`src/rtl/fir_pkg.sv`:
```
// fir_pkg: shared widths, rescale result type and round/saturate helper for FIR datapath blocks
package fir_pkg;

    localparam int FIR_DIN_W  = 18;
    localparam int FIR_DOUT_W = 8;

    // Rescaled value (zero-extended to 32 bits) plus saturation flag
    typedef struct packed {
        logic [31:0] value;
        logic        sat;
    } fir_rs_t;

    // Round-half-up right shift by shift bits, then clamp to dout_w bits.
    // The sum is kept one bit wider than the input so the rounding carry is never lost.
    function automatic fir_rs_t fir_round_sat(input logic [31:0] din, input int shift, input int dout_w);
        logic [32:0] r;
        logic [32:0] lim;
        fir_rs_t     res;
        r         = (shift == 0) ? {1'b0, din} : ({1'b0, din} + (33'd1 << (shift - 1))) >> shift;
        lim       = (33'd1 << dout_w) - 33'd1;
        res.sat   = r > lim;
        res.value = res.sat ? lim[31:0] : r[31:0];
        return res;
    endfunction

endpackage

```
`src/rtl/fir_sync_fifo.sv`:
```
// fir_sync_fifo: show-ahead synchronous FIFO with wrap-bit pointers
module fir_sync_fifo #(
    parameter int WIDTH = 8,
    parameter int DEPTH = 8
) (
    input  logic                       clk,
    input  logic                       rst,
    input  logic                       push_i,
    input  logic                       pop_i,
    input  logic [WIDTH-1:0]           wdata_i,
    output logic [WIDTH-1:0]           rdata_o,
    output logic                       full_o,
    output logic                       empty_o,
    output logic [$clog2(DEPTH):0]     level_o
);

    localparam int AW = $clog2(DEPTH);

    logic [WIDTH-1:0] mem_q [DEPTH];
    logic [AW:0]      wr_ptr_q, wr_ptr_d;
    logic [AW:0]      rd_ptr_q, rd_ptr_d;
    logic             push_ok, pop_ok;

    // Status from pointers; an extra wrap bit distinguishes full from empty
    always_comb begin
        empty_o  = wr_ptr_q == rd_ptr_q;
        full_o   = (wr_ptr_q[AW-1:0] == rd_ptr_q[AW-1:0]) && (wr_ptr_q[AW] != rd_ptr_q[AW]);
        level_o  = wr_ptr_q - rd_ptr_q;
        rdata_o  = empty_o ? '0 : mem_q[rd_ptr_q[AW-1:0]];
        push_ok  = push_i & ~full_o;
        pop_ok   = pop_i & ~empty_o;
        wr_ptr_d = push_ok ? wr_ptr_q + (AW+1)'(1) : wr_ptr_q;
        rd_ptr_d = pop_ok ? rd_ptr_q + (AW+1)'(1) : rd_ptr_q;
    end

    // Pointer registers; reset discards any stored contents
    always_ff @(posedge clk) begin
        if (rst) begin
            wr_ptr_q <= '0;
            rd_ptr_q <= '0;
        end else begin
            wr_ptr_q <= wr_ptr_d;
            rd_ptr_q <= rd_ptr_d;
        end
    end

    // Storage write at the write index; blocked while reset is held
    always_ff @(posedge clk) begin
        if (push_ok && !rst)
            mem_q[wr_ptr_q[AW-1:0]] <= wdata_i;
    end

endmodule

```
`src/rtl/fir_output_stage.sv`:
```
// fir_output_stage: rescale FIR samples, buffer them and count saturations and overflow drops
module fir_output_stage
    import fir_pkg::*;
#(
    parameter int DIN_W  = FIR_DIN_W,
    parameter int DOUT_W = FIR_DOUT_W,
    parameter int SHIFT  = 10,
    parameter int DEPTH  = 8,
    parameter int CNT_W  = 16
) (
    input  logic                      clk,
    input  logic                      rst,
    input  logic                      in_valid,
    input  logic [DIN_W-1:0]          din,
    output logic                      in_ready,
    output logic                      out_valid,
    output logic [DOUT_W-1:0]         out_data,
    input  logic                      out_ready,
    output logic [$clog2(DEPTH):0]    level,
    output logic [CNT_W-1:0]          sat_cnt,
    output logic [CNT_W-1:0]          drop_cnt
);

    fir_rs_t          rs;
    logic             full, empty, push, pop;
    logic [CNT_W-1:0] sat_cnt_q, sat_cnt_d;
    logic [CNT_W-1:0] drop_cnt_q, drop_cnt_d;

    // Rescale, handshakes and saturating counter next-state; the source never stalls, so full means drop
    always_comb begin
        rs         = fir_round_sat(32'(din), SHIFT, DOUT_W);
        push       = in_valid & ~full;
        pop        = ~empty & out_ready;
        sat_cnt_d  = (push && rs.sat && sat_cnt_q != '1) ? sat_cnt_q + CNT_W'(1) : sat_cnt_q;
        drop_cnt_d = (in_valid && full && drop_cnt_q != '1) ? drop_cnt_q + CNT_W'(1) : drop_cnt_q;
    end

    // Statistics counters
    always_ff @(posedge clk) begin
        if (rst) begin
            sat_cnt_q  <= '0;
            drop_cnt_q <= '0;
        end else begin
            sat_cnt_q  <= sat_cnt_d;
            drop_cnt_q <= drop_cnt_d;
        end
    end

    fir_sync_fifo #(
        .WIDTH (DOUT_W),
        .DEPTH (DEPTH)
    ) u_fifo (
        .clk     (clk),
        .rst     (rst),
        .push_i  (push),
        .pop_i   (pop),
        .wdata_i (rs.value[DOUT_W-1:0]),
        .rdata_o (out_data),
        .full_o  (full),
        .empty_o (empty),
        .level_o (level)
    );

    assign in_ready  = ~full;
    assign out_valid = ~empty;
    assign sat_cnt   = sat_cnt_q;
    assign drop_cnt  = drop_cnt_q;

endmodule

```
`config.mk`:
```
export PLATFORM = sky130hd
export DESIGN_NAME = fir_output_stage
export DESIGN_NICKNAME = d
export VERILOG_FILES = /design/src/rtl/fir_pkg.sv /design/src/rtl/fir_sync_fifo.sv /design/src/rtl/fir_output_stage.sv
export SDC_FILE = /design/constraint.sdc
export NUM_CORES = 1
export LEC_CHECK = 0
export CAP_MARGIN = 25
export CORE_AREA = 2 2 142 144
export CTS_CLUSTER_DIAMETER = 100
export DETAILED_ROUTE_END_ITERATION = 12
export DIE_AREA = 0 0 144 146
export SYNTH_ARGS = -nofsm -noshare
export SYNTH_HDL_FRONTEND = slang
export SYNTH_SLANG_ARGS = --single-unit
```
`constraint.sdc`:
```
create_clock -name clk -period 2.95 [get_ports clk]
set_input_delay 0.295 -clock clk [delete_from_list [all_inputs] [get_ports clk]]
set_output_delay 0.295 -clock clk [all_outputs]
set_load 0.03 [all_outputs]
```
; After elaboration in Yosys (flattened, before gate mapping)
; Memory sizes are Yosys's and may differ from the RTL's. A register that Yosys moved wholly into a read port is not among the register bits.
; Cells that the tools add are included.
[totals]
register_bits = 40
ramBits = 64
output_inout_bits = 46
word_cells = 36
mem_count = 1
[op_classes]
add_sub_neg = 6
magnitude_cmp = 1
n_eq_ne = 5
mux = 6
bitwise_logic = 6
reduce_logical = 7
[mem_list]
columns = memory, depth, word_bits, rd, rd_ports_with_merged_regs, write_ports, line
row1 = u_fifo.mem_q, 8, 8, 1, 1, 1, fir_sync_fifo.sv:19  ; logic [WIDTH-1:0] mem_q [DEPTH];
[ops]
columns = operator, count
row1 = $add 16x1->16 const B, 2
row2 = $ne 16x16->1 const B, 2
row3 = $add 18x10->19 const B, 1
row4 = $mux 8, 2
row5 = $gt 9x8->1 const B, 1
row6 = $add 4x1->4 const B, 2
row7 = $logic_and 1x1->1, 6
row8 = $mux 3, 2
row9 = $and 1x1->1, 4
row10 = $eq 4x4->1, 1
row11 = $sub 4x4->4, 1
row12 = $eq 3x3->1, 1
row13 = $mux 1, 2
row14 = $not 1->1, 2
row15 = $logic_not 1->1, 1
row16 = $ne 1x1->1, 1

; Depth between registers and ports, before layout
[logic_depth]
depth_word = 8
mapped_depth = 11
ltp_nobuf = 8

; Cells and area by module
; Synthesis repeated with hierarchy kept, for this count alone.
[unflattened]
cells_unflattened = 379
area_unflattened_um2 = 4830.9
[modules_own_cells]
columns = module, n_inst, cells_per_inst, area_each_um2, seq_area_each_um2
row1 = fir_sync_fifo, 1, 169, 3025.4, 2142.1
row2 = fir_output_stage, 1, 210, 1805.5, 640.6

; Worst setup path before layout
; OpenSTA, ideal clock, no wires.
[synth_path]
path_kind = register to register
start = reg u_fifo.wr_ptr_q[0]
end = mem u_fifo.mem_q[0][0] (enable)
setup_ns = 0.383
arrival_ns = 2.495
t_required_ns = 2.567
path_slack_ns = 0.072
stages_incl_launch_ff = 10
path_cell_list = dfxtp_1 -> clkbuf_1 -> inv_1 -> ha_1 -> and3_1 -> clkbuf_1 -> a21bo_2 -> buf_2 -> or3_1 -> nor3_1
[synth_via]
elab_chain_cells = 8
[synth_lines]
columns = item, line
row1 = start: declaration, fir_sync_fifo.sv:20  ; logic [AW:0] wr_ptr_q, wr_ptr_d;
row2 = start signal: assignment, fir_sync_fifo.sv:42  ; wr_ptr_q <= wr_ptr_d;
row3 = $eq 3x3->1, fir_sync_fifo.sv:27  ; full_o = (wr_ptr_q[AW-1:0] == rd_ptr_q[AW-1:0]) && (wr_ptr_q[AW] != rd_ptr_q[AW]);
row4 = $logic_and 1x1->1, fir_sync_fifo.sv:27
row5 = $not 1->1, "fir_sync_fifo.sv:30, fir_output_stage.sv:32"
row6 = $and 1x1->1, fir_output_stage.sv:32  ; push = in_valid & ~full;
row7 = $and 1x1->1, fir_sync_fifo.sv:30  ; push_ok = push_i & ~full_o;
row8 = $logic_and 1x1->1, fir_sync_fifo.sv:49  ; if (push_ok && !rst)
row9 = $mux 1, fir_sync_fifo.sv:49
row10 = $mux 1 (implied by the code), fir_sync_fifo.sv:50  ; mem_q[wr_ptr_q[AW-1:0]] <= wdata_i;
row11 = end: declaration, fir_sync_fifo.sv:19
; Parallel ways exist; a longest one is shown, timed or not.

; Worst setup path after layout
[layout_path]
start = reg u_fifo.wr_ptr_q[0]
end = out level[1]
[layout_via]
elab_chain_cells = 1
[layout_lines]
columns = item, line
row1 = $sub 4x4->4, fir_sync_fifo.sv:28  ; level_o = wr_ptr_q - rd_ptr_q;
row2 = end: declaration, fir_output_stage.sv:19  ; output logic [$clog2(DEPTH):0] level,
; Every way passes these cells.

==> results.sh <==
export IMPL_cp_cell_sequence="inv_1 -> ha_1 -> fa_1 -> inv_1 -> clkdlybuf4s50_1"
export IMPL_clk_latency_ns=0.35
export IMPL_grt_pass1_wl_um=17400
export IMPL_crit_path_frequent_cell="inv_1"
export IMPL_synth_edf_count=64
export IMPL_power_density_nw_per_um2=565
export IMPL_dp_hpwl_um=7700
export IMPL_h_tree_depth=3
export IMPL_synthCells=395
export IMPL_cts_buffers=9
export IMPL_synth_seq_cells=107
export IMPL_ys_flop_type="edfxtp_1"
export IMPL_fillers=1963
export IMPL_path_max_fanout=8
export IMPL_drv_slew=0
export IMPL_avgSynthCellArea_um2=12.1
export IMPL_period_needed_ns=2.69
export IMPL_start_kind="register"
export IMPL_vias_per_cell=4.48
export IMPL_num_antenna_cells=0
export IMPL_register_area_um2=2780
export IMPL_ys_seq_area_share_pct=58.4
export IMPL_path_class="reg -> out"
export IMPL_clock_root_buffer="clkbuf_16"
export IMPL_leakagePower_nw=2.00
export IMPL_status="finished, final reports clean"
export IMPL_post_drt_wl_per_cell_um=15.1
export IMPL_core_rowCount=51
export IMPL_drv_cap=0
export IMPL_stdcell_count=732
export IMPL_endpoint_kind="primary output"
export IMPL_die_y_um=146
export IMPL_slowest_stage="clkdlybuf4s50_1"
export IMPL_track_usage_pct=10.8
export IMPL_globalplace_congestion=0.816
export IMPL_clock_sinks=107
export IMPL_dr_pass1_iters=4
export IMPL_cts_tree="yes"
export IMPL_ys_warnings_count=0
export IMPL_io_pins=68
export IMPL_multi_input_area_um2=1870
export IMPL_worst_slack_ns=0.263
export IMPL_whs_ns=0.500
export IMPL_numPortBuffers=58
export IMPL_hold_viol_final=0
export IMPL_antenna_found_initial=0
export IMPL_min_path_type="reg -> reg"
export IMPL_ctsHoldBuffers=0
export IMPL_skew_ns=0.00978
export IMPL_fmax_mhz=372
export IMPL_rsz0062_at_grt="false"
export IMPL_coreArea_um2=19300
export IMPL_async_reset_ff_share_pct=0
export IMPL_routed_wl_um=11100
export IMPL_dp_slack_ns=0.263
export IMPL_clk_pin_slew_worst_paths_ns=0.06
export IMPL_finalSetupTns_ns=0
export IMPL_dieArea_um2=21000
export IMPL_setup_viol=0
export IMPL_area_growth_syn_to_layout_pct=26.1
export IMPL_irDropWorstVdd_mv=0.326
export IMPL_num_vias=3281
export IMPL_drive_gt1_share_pct=11.3
export IMPL_first_iter_violations=146
export IMPL_yosysUniqueCellTypes=42
export IMPL_clk_path_buf_depth=2
export IMPL_tightest_slew_ns=0.848
export IMPL_cp_arrival_ns=2.39
export IMPL_ant_nets=0
export IMPL_min_period_over_period_pct=91.1
export IMPL_initial_core_util_pct=24.6
export IMPL_syn_area_um2=4760
export IMPL_placed_cells=716
export IMPL_report_power_total_w=0.00339
export IMPL_required_ns=2.65
export IMPL_grt_pass1_vias=3242
export IMPL_overflow=0
export IMPL_crit_path_max_incr_delay_ns=0.69
export IMPL_synth_nets=426
export IMPL_final_cell_mix="edfxtp_1 (64), nor2_1 (51), clkdlybuf4s50_1 (48), dfxtp_1 (43), nand2_1 (27)"
export IMPL_finalNetCount=493
export IMPL_final_common_cell="edfxtp_1"
export IMPL_relSlewSlack_pct=42.9
export IMPL_drc_errors=0
export IMPL_dieWidth_um=144
export IMPL_grt_max_degree=44
-- cells by family after synthesis --
logic type               synth area share, %
buffers and inverters                   2.42
flip-flops                              58.4
multiplexers                            10.1
XOR/XNOR                                5.88
AND/OR/NAND/NOR                         15.3
AO/OA/AOI/OAI                           5.28
adder cells (fa/ha/maj)                 2.52
-- worst max-delay path: cells and delay by family, from the launching register on --
kind	cells	cell delay (ns)
buffers and inverters	3	0.91
adder cells (fa/ha/maj)	2	0.65
flip-flops	1	0.50
-- registers in the layout, indices dropped and copies added (netlist names), named ones only --
name,cells
drop_cnt,16
u_fifo.mem_q,64
sat_cnt,16
u_fifo.rd_ptr_q,4
u_fifo.wr_ptr_q,4
-- cell usage after synthesis, types with 2 or more instances --
library cell  count  area share [%]
a2111oi_0         5            0.92
a21oi_1          14             1.5
and3_1            7            0.92
buf_1             3            0.24
buf_2             2            0.21
clkbuf_1         11            0.87
dfxtp_1          43              18
edfxtp_1         64              40
ha_1              8             2.1
inv_1            14             1.1
mux2_2            2            0.47
mux2i_1          10             2.1
mux4_2           16             7.6
nand2_1          27             2.1
nand2b_1          2            0.26
nand3_1          20             2.1
nand4_1           9             1.2
nor2_1           51             4.0
nor2b_1           3            0.39
nor3_1            7            0.74
nor4_1            6            0.79
o2111ai_1         3            0.55
o21ai_0           9            0.95
or2_2             2            0.26
or3_1            10             1.3
xnor2_1          21             3.9
xor2_1           11             2.0
-- layer usage --
metal	vias up	track usage, %	part of all wire [%]
met1	1620	14.3	47
li1	1585	-	-
met2	68	17.5	48
met5	-	0	0
met4	0	2.55	0.78
met3	8	3.13	4.7
-- layout make-up --
class | count | area share, %
Clock buffer | 10 | 3.81
Clock inverter | 6 | 0.792
Inverter | 14 | 0.875
Multi-Input combinational cell | 258 | 31.1
Sequential cell | 107 | 46.3
Tap cell | 265 | 5.52
Timing Repair Buffer | 72 | 11.6
-- through the flow --
step           utilization (%)  cell area, um^2
2_1_floorplan                -             4760
3_3_place_gp              29.6             5720
3_5_place_dp              29.6             5720
4_1_cts                   31.0             5990
5_1_grt                   31.1             6000
6_report                  31.1             6000
-- power by group --
part | switching, W | total (W) | internal, W | leakage, nW
sequential | 0.0000238 | 0.00164 | 0.00161 | 0.925
combinational | 0.000367 | 0.000631 | 0.000263 | 0.946
clock | 0.000539 | 0.00112 | 0.000582 | 0.129
-- worst paths after layout --
path | startpoint | end | slack [ns] | cells past startpoint
worst max register to register | u_fifo.wr_ptr_q[0]$_SDFFE_PP0P_ | u_fifo.mem_q[0][7]$_DFFE_PP_ | 0.40 | 7
worst min-delay path | u_fifo.rd_ptr_q[3]$_SDFFE_PP0P_ | u_fifo.rd_ptr_q[3]$_SDFFE_PP0P_ | 0.50 | 2
worst max-delay path | u_fifo.wr_ptr_q[0]$_SDFFE_PP0P_ | level[1] | 0.26 | 5
worst min register to register | u_fifo.rd_ptr_q[3]$_SDFFE_PP0P_ | u_fifo.rd_ptr_q[3]$_SDFFE_PP0P_ | 0.50 | 2
-- timing repair --
item / in CTS / in global routing
endpoints found under the setup margin: 4 / 6
pin swaps: 0 / 0
resized for setup: 4 / 6
setup buffers: 0 / 0
No activity file was read; power rests on OpenSTA's default activity.
